## src/rtl/fifo_flagged.sv

```systemverilog
// Parametrised synchronous FIFO with threshold flags, occupancy count, error pulses
// and a selectable registered / first-word-fall-through read port.
module fifo_flagged #(
  parameter int unsigned  WIDTH     = 8,
  parameter int unsigned  DEPTH     = 8,
  parameter int unsigned  AF_THRESH = DEPTH - 1,
  parameter int unsigned  AE_THRESH = 1,
  parameter bit           FWFT      = 1'b0,
  localparam int unsigned CW        = $clog2(DEPTH + 1)
) (
  input  logic             clk_i,
  input  logic             reset_ni,
  input  logic [WIDTH-1:0] din_i,
  input  logic             wr_en_i,
  input  logic             rd_en_i,
  output logic [WIDTH-1:0] dout_o,
  output logic             valid_o,
  output logic             full_o,
  output logic             empty_o,
  output logic             almost_full_o,
  output logic             almost_empty_o,
  output logic [CW-1:0]    count_o,
  output logic             overflow_o,
  output logic             underflow_o
);

  localparam int unsigned   PW       = $clog2(DEPTH);
  localparam logic [CW-1:0] FULL_CNT = CW'(DEPTH);
  localparam logic [CW-1:0] AF_CNT   = CW'(AF_THRESH);
  localparam logic [CW-1:0] AE_CNT   = CW'(AE_THRESH);
  localparam logic [PW-1:0] LAST_PTR = PW'(DEPTH - 1);

  logic [WIDTH-1:0] mem_q [DEPTH];
  logic [1:0]       rst_sync_q;
  logic             ready;
  logic             rd_acc, wr_acc;
  logic [PW-1:0]    wr_ptr_q, wr_ptr_d, rd_ptr_q, rd_ptr_d;
  logic [CW-1:0]    count_q, count_d;
  logic             full_q, empty_q, af_q, ae_q, ovf_q, ovf_d, unf_q, unf_d;

  // Pointers wrap at DEPTH-1 so non-power-of-two depths work.
  function automatic logic [PW-1:0] ptr_inc(input logic [PW-1:0] p);
    return (p == LAST_PTR) ? '0 : p + PW'(1);
  endfunction

  // Reset asserts asynchronously; accesses are held off until release has been synchronised.
  always_ff @(posedge clk_i or negedge reset_ni) begin
    if (!reset_ni) rst_sync_q <= '0;
    else           rst_sync_q <= {rst_sync_q[0], 1'b1};
  end
  assign ready = rst_sync_q[1];

  always_comb begin
    rd_acc   = ready & rd_en_i & ~empty_q;
    wr_acc   = ready & wr_en_i & (~full_q | rd_acc);
    wr_ptr_d = wr_acc ? ptr_inc(wr_ptr_q) : wr_ptr_q;
    rd_ptr_d = rd_acc ? ptr_inc(rd_ptr_q) : rd_ptr_q;
    count_d  = count_q + CW'(wr_acc) - CW'(rd_acc);
    ovf_d    = ready & wr_en_i & full_q & ~rd_acc;
    unf_d    = ready & rd_en_i & empty_q;
  end

  // Flags derive from the next count so they move on the same edge as count_o.
  always_ff @(posedge clk_i or negedge reset_ni) begin
    if (!reset_ni) begin
      wr_ptr_q <= '0;
      rd_ptr_q <= '0;
      count_q  <= '0;
      full_q   <= 1'b0;
      empty_q  <= 1'b1;
      af_q     <= 1'b0;
      ae_q     <= 1'b1;
      ovf_q    <= 1'b0;
      unf_q    <= 1'b0;
    end else begin
      wr_ptr_q <= wr_ptr_d;
      rd_ptr_q <= rd_ptr_d;
      count_q  <= count_d;
      full_q   <= (count_d == FULL_CNT);
      empty_q  <= (count_d == '0);
      af_q     <= (count_d >= AF_CNT);
      ae_q     <= (count_d <= AE_CNT);
      ovf_q    <= ovf_d;
      unf_q    <= unf_d;
    end
  end

  always_ff @(posedge clk_i) begin
    if (wr_acc) mem_q[wr_ptr_q] <= din_i;
  end

  if (FWFT) begin : g_fwft
    assign dout_o  = empty_q ? '0 : mem_q[rd_ptr_q];
    assign valid_o = ~empty_q;
  end else begin : g_reg
    logic [WIDTH-1:0] dout_q;
    logic             valid_q;

    always_ff @(posedge clk_i or negedge reset_ni) begin
      if (!reset_ni) begin
        dout_q  <= '0;
        valid_q <= 1'b0;
      end else begin
        valid_q <= rd_acc;
        if (rd_acc) dout_q <= mem_q[rd_ptr_q];
      end
    end

    assign dout_o  = dout_q;
    assign valid_o = valid_q;
  end

  assign full_o         = full_q;
  assign empty_o        = empty_q;
  assign almost_full_o  = af_q;
  assign almost_empty_o = ae_q;
  assign count_o        = count_q;
  assign overflow_o     = ovf_q;
  assign underflow_o    = unf_q;

endmodule
```

## config.mk

```make
export PLATFORM = sky130hd
export DESIGN_NAME = fifo_flagged
export DESIGN_NICKNAME = d
export VERILOG_FILES = /design/src/rtl/fifo_flagged.sv
export SDC_FILE = /design/constraint.sdc
export NUM_CORES = 1
export LEC_CHECK = 0
export ABC_AREA = 1
export CORE_MARGIN = 5
export CORE_UTILIZATION = 45
export CTS_CLUSTER_DIAMETER = 50
export DETAILED_ROUTE_END_ITERATION = 8
export PLACE_DENSITY_LB_ADDON = 0.12
export SLEW_MARGIN = 5
export SYNTH_ARGS = -nofsm -noshare
export SYNTH_HDL_FRONTEND = slang
export SYNTH_SLANG_ARGS = --single-unit
```

## constraint.sdc

```tcl
create_clock -name clk_i -period 3.6 [get_ports clk_i]
set_input_delay 0.72 -clock clk_i [delete_from_list [all_inputs] [get_ports clk_i]]
set_output_delay 0.72 -clock clk_i [all_outputs]
set_load 0.005 [all_outputs]
```

Yosys cells after proc, flatten, opt, wreduce, memory -nomap -nowiden
Memory sizes are Yosys's and may differ from the RTL's. A register that Yosys moved wholly into a read port is not among the register bits.
Cells that the tools add are included.
{"block": "classes", "muxes": 4, "reduce_logical": 2, "n_eq_ne": 3, "add_sub_neg": 4, "magnitude_cmp": 2, "bitwise": 11}
{"cell": "bitwise AND 1 bit", "n": 7}
{"cell": "adder 3 x 1 -> 3 bit (second input constant)", "n": 2}
{"cell": "== test 3 bit (second input constant)", "n": 2}
{"cell": "2-to-1 mux 3 bit", "n": 2}
{"cell": "adder 4 x 1 -> 4 bit", "n": 1}
{"cell": "== test 4 bit (second input constant)", "n": 1}
{"cell": ">= comparator 4 x 3 -> 1 bit (second input constant)", "n": 1}
{"cell": "less-or-equal comparator 4 x 1 -> 1 bit (second input constant)", "n": 1}
{"cell": "zero test 4 bit", "n": 1}
{"cell": "subtractor 4 x 1 -> 4 bit", "n": 1}
{"cell": "inverter 1 bit", "n": 3}
{"cell": "2-to-1 mux 1 bit", "n": 2}
{"cell": "zero test 1 bit", "n": 1}
{"cell": "OR 1 bit", "n": 1}
{"block": "totals", "reg_bits": 19, "memories": 1, "ram_bits": 64, "elab_cells": 38}
{"memory": "mem_q", "depth": 8, "word_bits": 8, "read_ports": 1, "rd_ports_with_merged_regs": 1, "write_ports": 1, "line": "33", "rtl": "logic [WIDTH-1:0] mem_q [DEPTH];"}

Logic depth before layout (Yosys ltp)
{"block": "logic_depth", "depth_word": 7, "mapped_depth": 15}

Worst setup path before layout
OpenSTA, ideal clock, no wires.
{"block": "synth_path", "path_kind": "input to register", "start": "in rd_en_i", "end": "reg full_q (netlist: full_o)", "t_arrival_ns": 2.535, "path_stages": 14, "slack_ns": 0.949, "path_cell_list": "nand3_2 -> buf_6 -> clkinv_4 -> buf_8 -> ha_1 -> inv_1 -> ha_1 -> inv_1 -> fa_1 -> or2_2 -> nand2_1 -> inv_1 -> nand2_1 -> nor2_1"}
{"block": "synth_via", "elab_chain_len": 7}
{"item": "start: declaration", "line": "15", "rtl": "input logic rd_en_i,"}
{"item": "bitwise AND 1 bit (*) (2 in a row)", "line": "54", "rtl": "rd_acc = ready & rd_en_i & ~empty_q;"}
{"item": "named net rd_acc", "line": "36", "rtl": "logic rd_acc, wr_acc;"}
{"item": "OR 1 bit", "line": "55", "rtl": "wr_acc = ready & wr_en_i & (~full_q | rd_acc);"}
{"item": "bitwise AND 1 bit", "line": "55"}
{"item": "adder 4 x 1 -> 4 bit", "line": "58", "rtl": "count_d = count_q + CW'(wr_acc) - CW'(rd_acc);"}
{"item": "subtractor 4 x 1 -> 4 bit (*)", "line": "58"}
{"item": "named net count_d[2]", "line": "38", "rtl": "logic [CW-1:0] count_q, count_d;"}
{"item": "== test 4 bit (*)", "line": "79", "rtl": "full_q <= (count_d == FULL_CNT);"}
{"item": "end signal: assignment", "line": "79"}
{"item": "end: declaration", "line": "39", "rtl": "logic full_q, empty_q, af_q, ae_q, ovf_q, ovf_d, unf_q, unf_d;"}
The timed path passes the listed nets; every way through them passes the cells marked *.
A chain may end at the register's enable or synchronous reset.

Final worst setup path
{"block": "layout_path", "start": "in rd_en_i", "end": "reg full_q (netlist: full_o)"}
{"block": "layout_via", "elab_chain_len": 7}
{"item": "bitwise AND 1 bit (*) (2 in a row)", "line": "54"}
{"item": "OR 1 bit", "line": "55"}
{"item": "bitwise AND 1 bit", "line": "55"}
{"item": "adder 4 x 1 -> 4 bit", "line": "58"}
{"item": "subtractor 4 x 1 -> 4 bit (*)", "line": "58"}
{"item": "named net count_d[2]", "line": "38"}
{"item": "== test 4 bit (*)", "line": "79"}
Marks and branches as above.

==> impl_metrics.tcl <==
set metrics [dict create \
    status "complete, no violations" \
    crit_path_start_kind "primary input" \
    switchingPower_mw 1.10 \
    path_delay_family "adder cells" \
    cap_violations 0 \
    routabilityCongestion 0.747 \
    cts.sinks 91 \
    setup_viol 0 \
    ys_types 25 \
    maxSlewViolCount 0 \
    cp_cell_sequence "clkdlybuf4s50_1 > nand3_2 > a21oi_4 > inv_1 > ha_1 > inv_1 > ha_1 > inv_1 > fa_1 > or2_2 > nand2_1 > inv_1 > nand2_1 > nor2_1" \
    syn_inst 377 \
    start_util 0.457 \
    worstPathRequired_ns 3.86 \
    synth.avg_cell_area_um2 10.5 \
    num_antenna_cells 0 \
    die_w_um 104 \
    ys_ff_latch 91 \
    cp_max_fo 6 \
    grt-busiest-layer "met2" \
    grtUsageMet3 0.0261 \
    crit_start "rd_en_i" \
    p_leak_nw 2.04 \
    slew-limit-headroom 0.520 \
    crit_buf_inv 5 \
    num_rows 34 \
    finalCritPeriodShare 0.814 \
    numCtsBuffers 9 \
    use_met2 0.252 \
    crit_slowest_cell "clkdlybuf4s50_1" \
    arrival_ns 3.18 \
    portBuffers 30 \
    gr-usage-all-layers 0.154 \
    p_per_area_nw_per_um2 694 \
    drt-vias-per-instance 4.71 \
    worst_pin_slew_ns 0.721 \
    ir_worst_vdd_mv 0.364 \
    ctsResizeCount 0 \
    rr_endpoint "full_o" \
    synth_area_um2 3950 \
    drive_above_1_share 0.0875 \
    core_area_um2 8640 \
    critPathMostFrequentCell "inv_1" \
    yosysSeqAreaShare 0.659 \
    cell_internal_pwr_mw 2.07 \
    reg2reg_setup_slack_ns 0.97 \
    wire_per_inst_um 15.0 \
    antenna_found_initial 0 \
    die_area_um2 10700 \
    insertion_delay_ns 0.36 \
    switching_share 0.347 \
    fin_nets 439 \
    drc 0 \
    rsz0062_at_grt "no" \
    period_minus_slack_ns 2.93 \
    dr.first_iter.drc_count 193 \
    postCtsSetupBuffers 0 \
    reg2reg_depth 13 \
    final.setup_skew_ns 0.0116 \
    syn_to_final_growth_pct 15.9 \
    ys_warn_count 0 \
    clock_path_buffers 2 \
    overflow 0 \
    timing.rr.start "empty_o" \
    postRouteAntennaNets 0 \
    power_frac_seq 0.454 \
    grt_util_met1 0.208 \
    timing.fmax_mhz 341 \
    root_buffer "clkbuf_8" \
    postCtsHoldBufs 0 \
    die_h_um 104 \
    drt-total-wl_mm 7.98 \
    fillers 758 \
    cts-htree-levels 3 \
    combPwrFrac 0.315 \
    cpPeakStageDelay_ns 0.49 \
    grt_pass1_vias 2447 \
    grt_first_pass_wirelength_mm 12.9 \
    syn_nets 398 \
    drt_pass1_iterations 4 \
    fin_tns_setup_ns 0 \
    critPathCaptureType "flip-flop" \
    cts_tree "built" \
    path_class "primary input to flip-flop" \
    grt_max_degree 34 \
    critPathCapture "full_o" \
    hp-class "flip-flop to flip-flop" \
    clkPwrFrac 0.231 \
    path_depth 14 \
    ios 31 \
    power.total_mw 3.17 \
    clkTransAtPathRegs_ns 0.09 \
    vias 2500 \
    hold_violations 0 \
    hpwl_mm 5.18 \
]
## routing by layer
metal  up-vias  part of all wire
met1      1162              0.45
met5         -                 0
met3        11             0.047
met2        50              0.49
met4         0             0.013
li1       1277                 -
## worst register-to-register path, stage by stage, from the launching register on
cell,delay (ns)
dfstp_2,0.54
inv_1,0.06
nand3_2,0.16
clkinv_4,0.17
ha_1,0.33
inv_1,0.07
ha_1,0.16
inv_1,0.06
fa_1,0.37
or2_2,0.30
nand2_1,0.11
inv_1,0.07
nand2_1,0.08
nor2_1,0.06
## how the worst min path moves through the flow
stage	start	to	slack (ns)	cells after the start
after global routing	rst_sync_q[0]	rst_sync_q[1]	0.37	0
after global placement	rst_sync_q[0]	rst_sync_q[1]	0.33	0
after floorplan	rst_sync_q[0]	rst_sync_q[1]	0.33	0
final	rst_sync_q[0]	rst_sync_q[1]	0.36	0
after detailed placement	rst_sync_q[0]	rst_sync_q[1]	0.34	0
after CTS	rst_sync_q[0]	rst_sync_q[1]	0.36	0
## power groups by stage
stage	registers, mW	clock network [mW]	logic [mW]
2_1_floorplan	1.39	0	0.735
3_3_place_gp	1.47	0	0.995
3_5_place_dp	1.47	0	1.01
4_1_cts	1.45	0.747	1.02
5_1_grt	1.47	0.784	1.15
6_report	1.44	0.732	0.999
## through the flow
| stage | area, µm² | worst slack [ns] | std cells | hold WS (ns) | util |
|---|---|---|---|---|---|
| floorplan | 3950 | 0.949 | 377 | 0.331 | - |
| global placement | 4350 | 0.393 | 515 | 0.334 | 0.504 |
| CTS | 4570 | 0.676 | 531 | 0.365 | 0.529 |
| finish | 4570 | 0.671 | 531 | 0.361 | 0.529 |
| detailed placement | 4350 | 0.291 | 515 | 0.339 | 0.504 |
| global route | 4570 | 0.530 | 531 | 0.374 | 0.529 |
## cells in the final DEF, fill, tap and decap left out
cell | netlist | final
nand3_1 | 53 | 53
a21oi_4 | 1 | 1
clkinv_1 | 1 | 1
clkbuf_8 | 0 | 10
nand2_1 | 117 | 117
dfrtp_1 | 25 | 25
clkdlybuf4s50_1 | 0 | 30
inv_1 | 63 | 63
edfxtp_1 | 64 | 64
inv_6 | 0 | 1
clkinv_4 | 1 | 2
xnor2_1 | 1 | 1
o21ai_0 | 5 | 5
inv_2 | 1 | 1
nor2_1 | 15 | 15
fa_1 | 1 | 1
clkbuf_4 | 0 | 1
buf_4 | 3 | 13
o21ai_1 | 1 | 1
inv_4 | 1 | 2
a21oi_1 | 1 | 1
dfstp_2 | 2 | 2
ha_1 | 8 | 8
conb_1 | 1 | 1
or2_2 | 1 | 1
nand3_2 | 1 | 1
clkbuf_16 | 0 | 2
## cell type report
type	instances	area (µm²)	share of cell area
Sequential cell	91	2600	0.569
Multi-Input combinational cell	206	961	0.210
Timing Repair Buffer	43	398	0.0870
Inverter	67	259	0.0567
Clock buffer	13	195	0.0427
Tap cell	108	135	0.0296
Clock inverter	3	23.8	0.00520
## cells in the mapped netlist (all sizes together)
| cell type | n | share of area |
|---|---|---|
| a21oi | 2 | 0.0054 |
| edfxtp | 64 | 0.49 |
| dfrtp | 25 | 0.16 |
| dfstp | 2 | 0.013 |
| nand3 | 54 | 0.070 |
| nor2 | 15 | 0.014 |
| inv | 65 | 0.062 |
| or2 | 1 | 0.0016 |
| ha | 8 | 0.025 |
| clkinv | 2 | 0.0032 |
| o21ai | 6 | 0.0076 |
| xnor2 | 1 | 0.0022 |
| conb | 1 | 0.00095 |
| nand2 | 117 | 0.11 |
| buf | 13 | 0.032 |
| fa | 1 | 0.0051 |
## cell families (layout without fill, tap and decap cells)
family,after synthesis,in the layout,share of synthesized area
xor+xnor,1,1,0.00222
flops,91,91,0.659
buf+inv,80,126,0.0977
other cells,1,1,0.000950
compound gates,8,8,0.0130
simple gates,187,187,0.197
fa+ha+maj,9,9,0.0304
## state kept, by name, indices dropped and copies added (netlist names), 2 cells and up
name / cells
count_o: 4
dout_o: 8
mem_q: 64
rd_ptr_q: 3
rst_sync_q: 2
wr_ptr_q: 3
No activity file was read; power rests on OpenSTA's default activity.
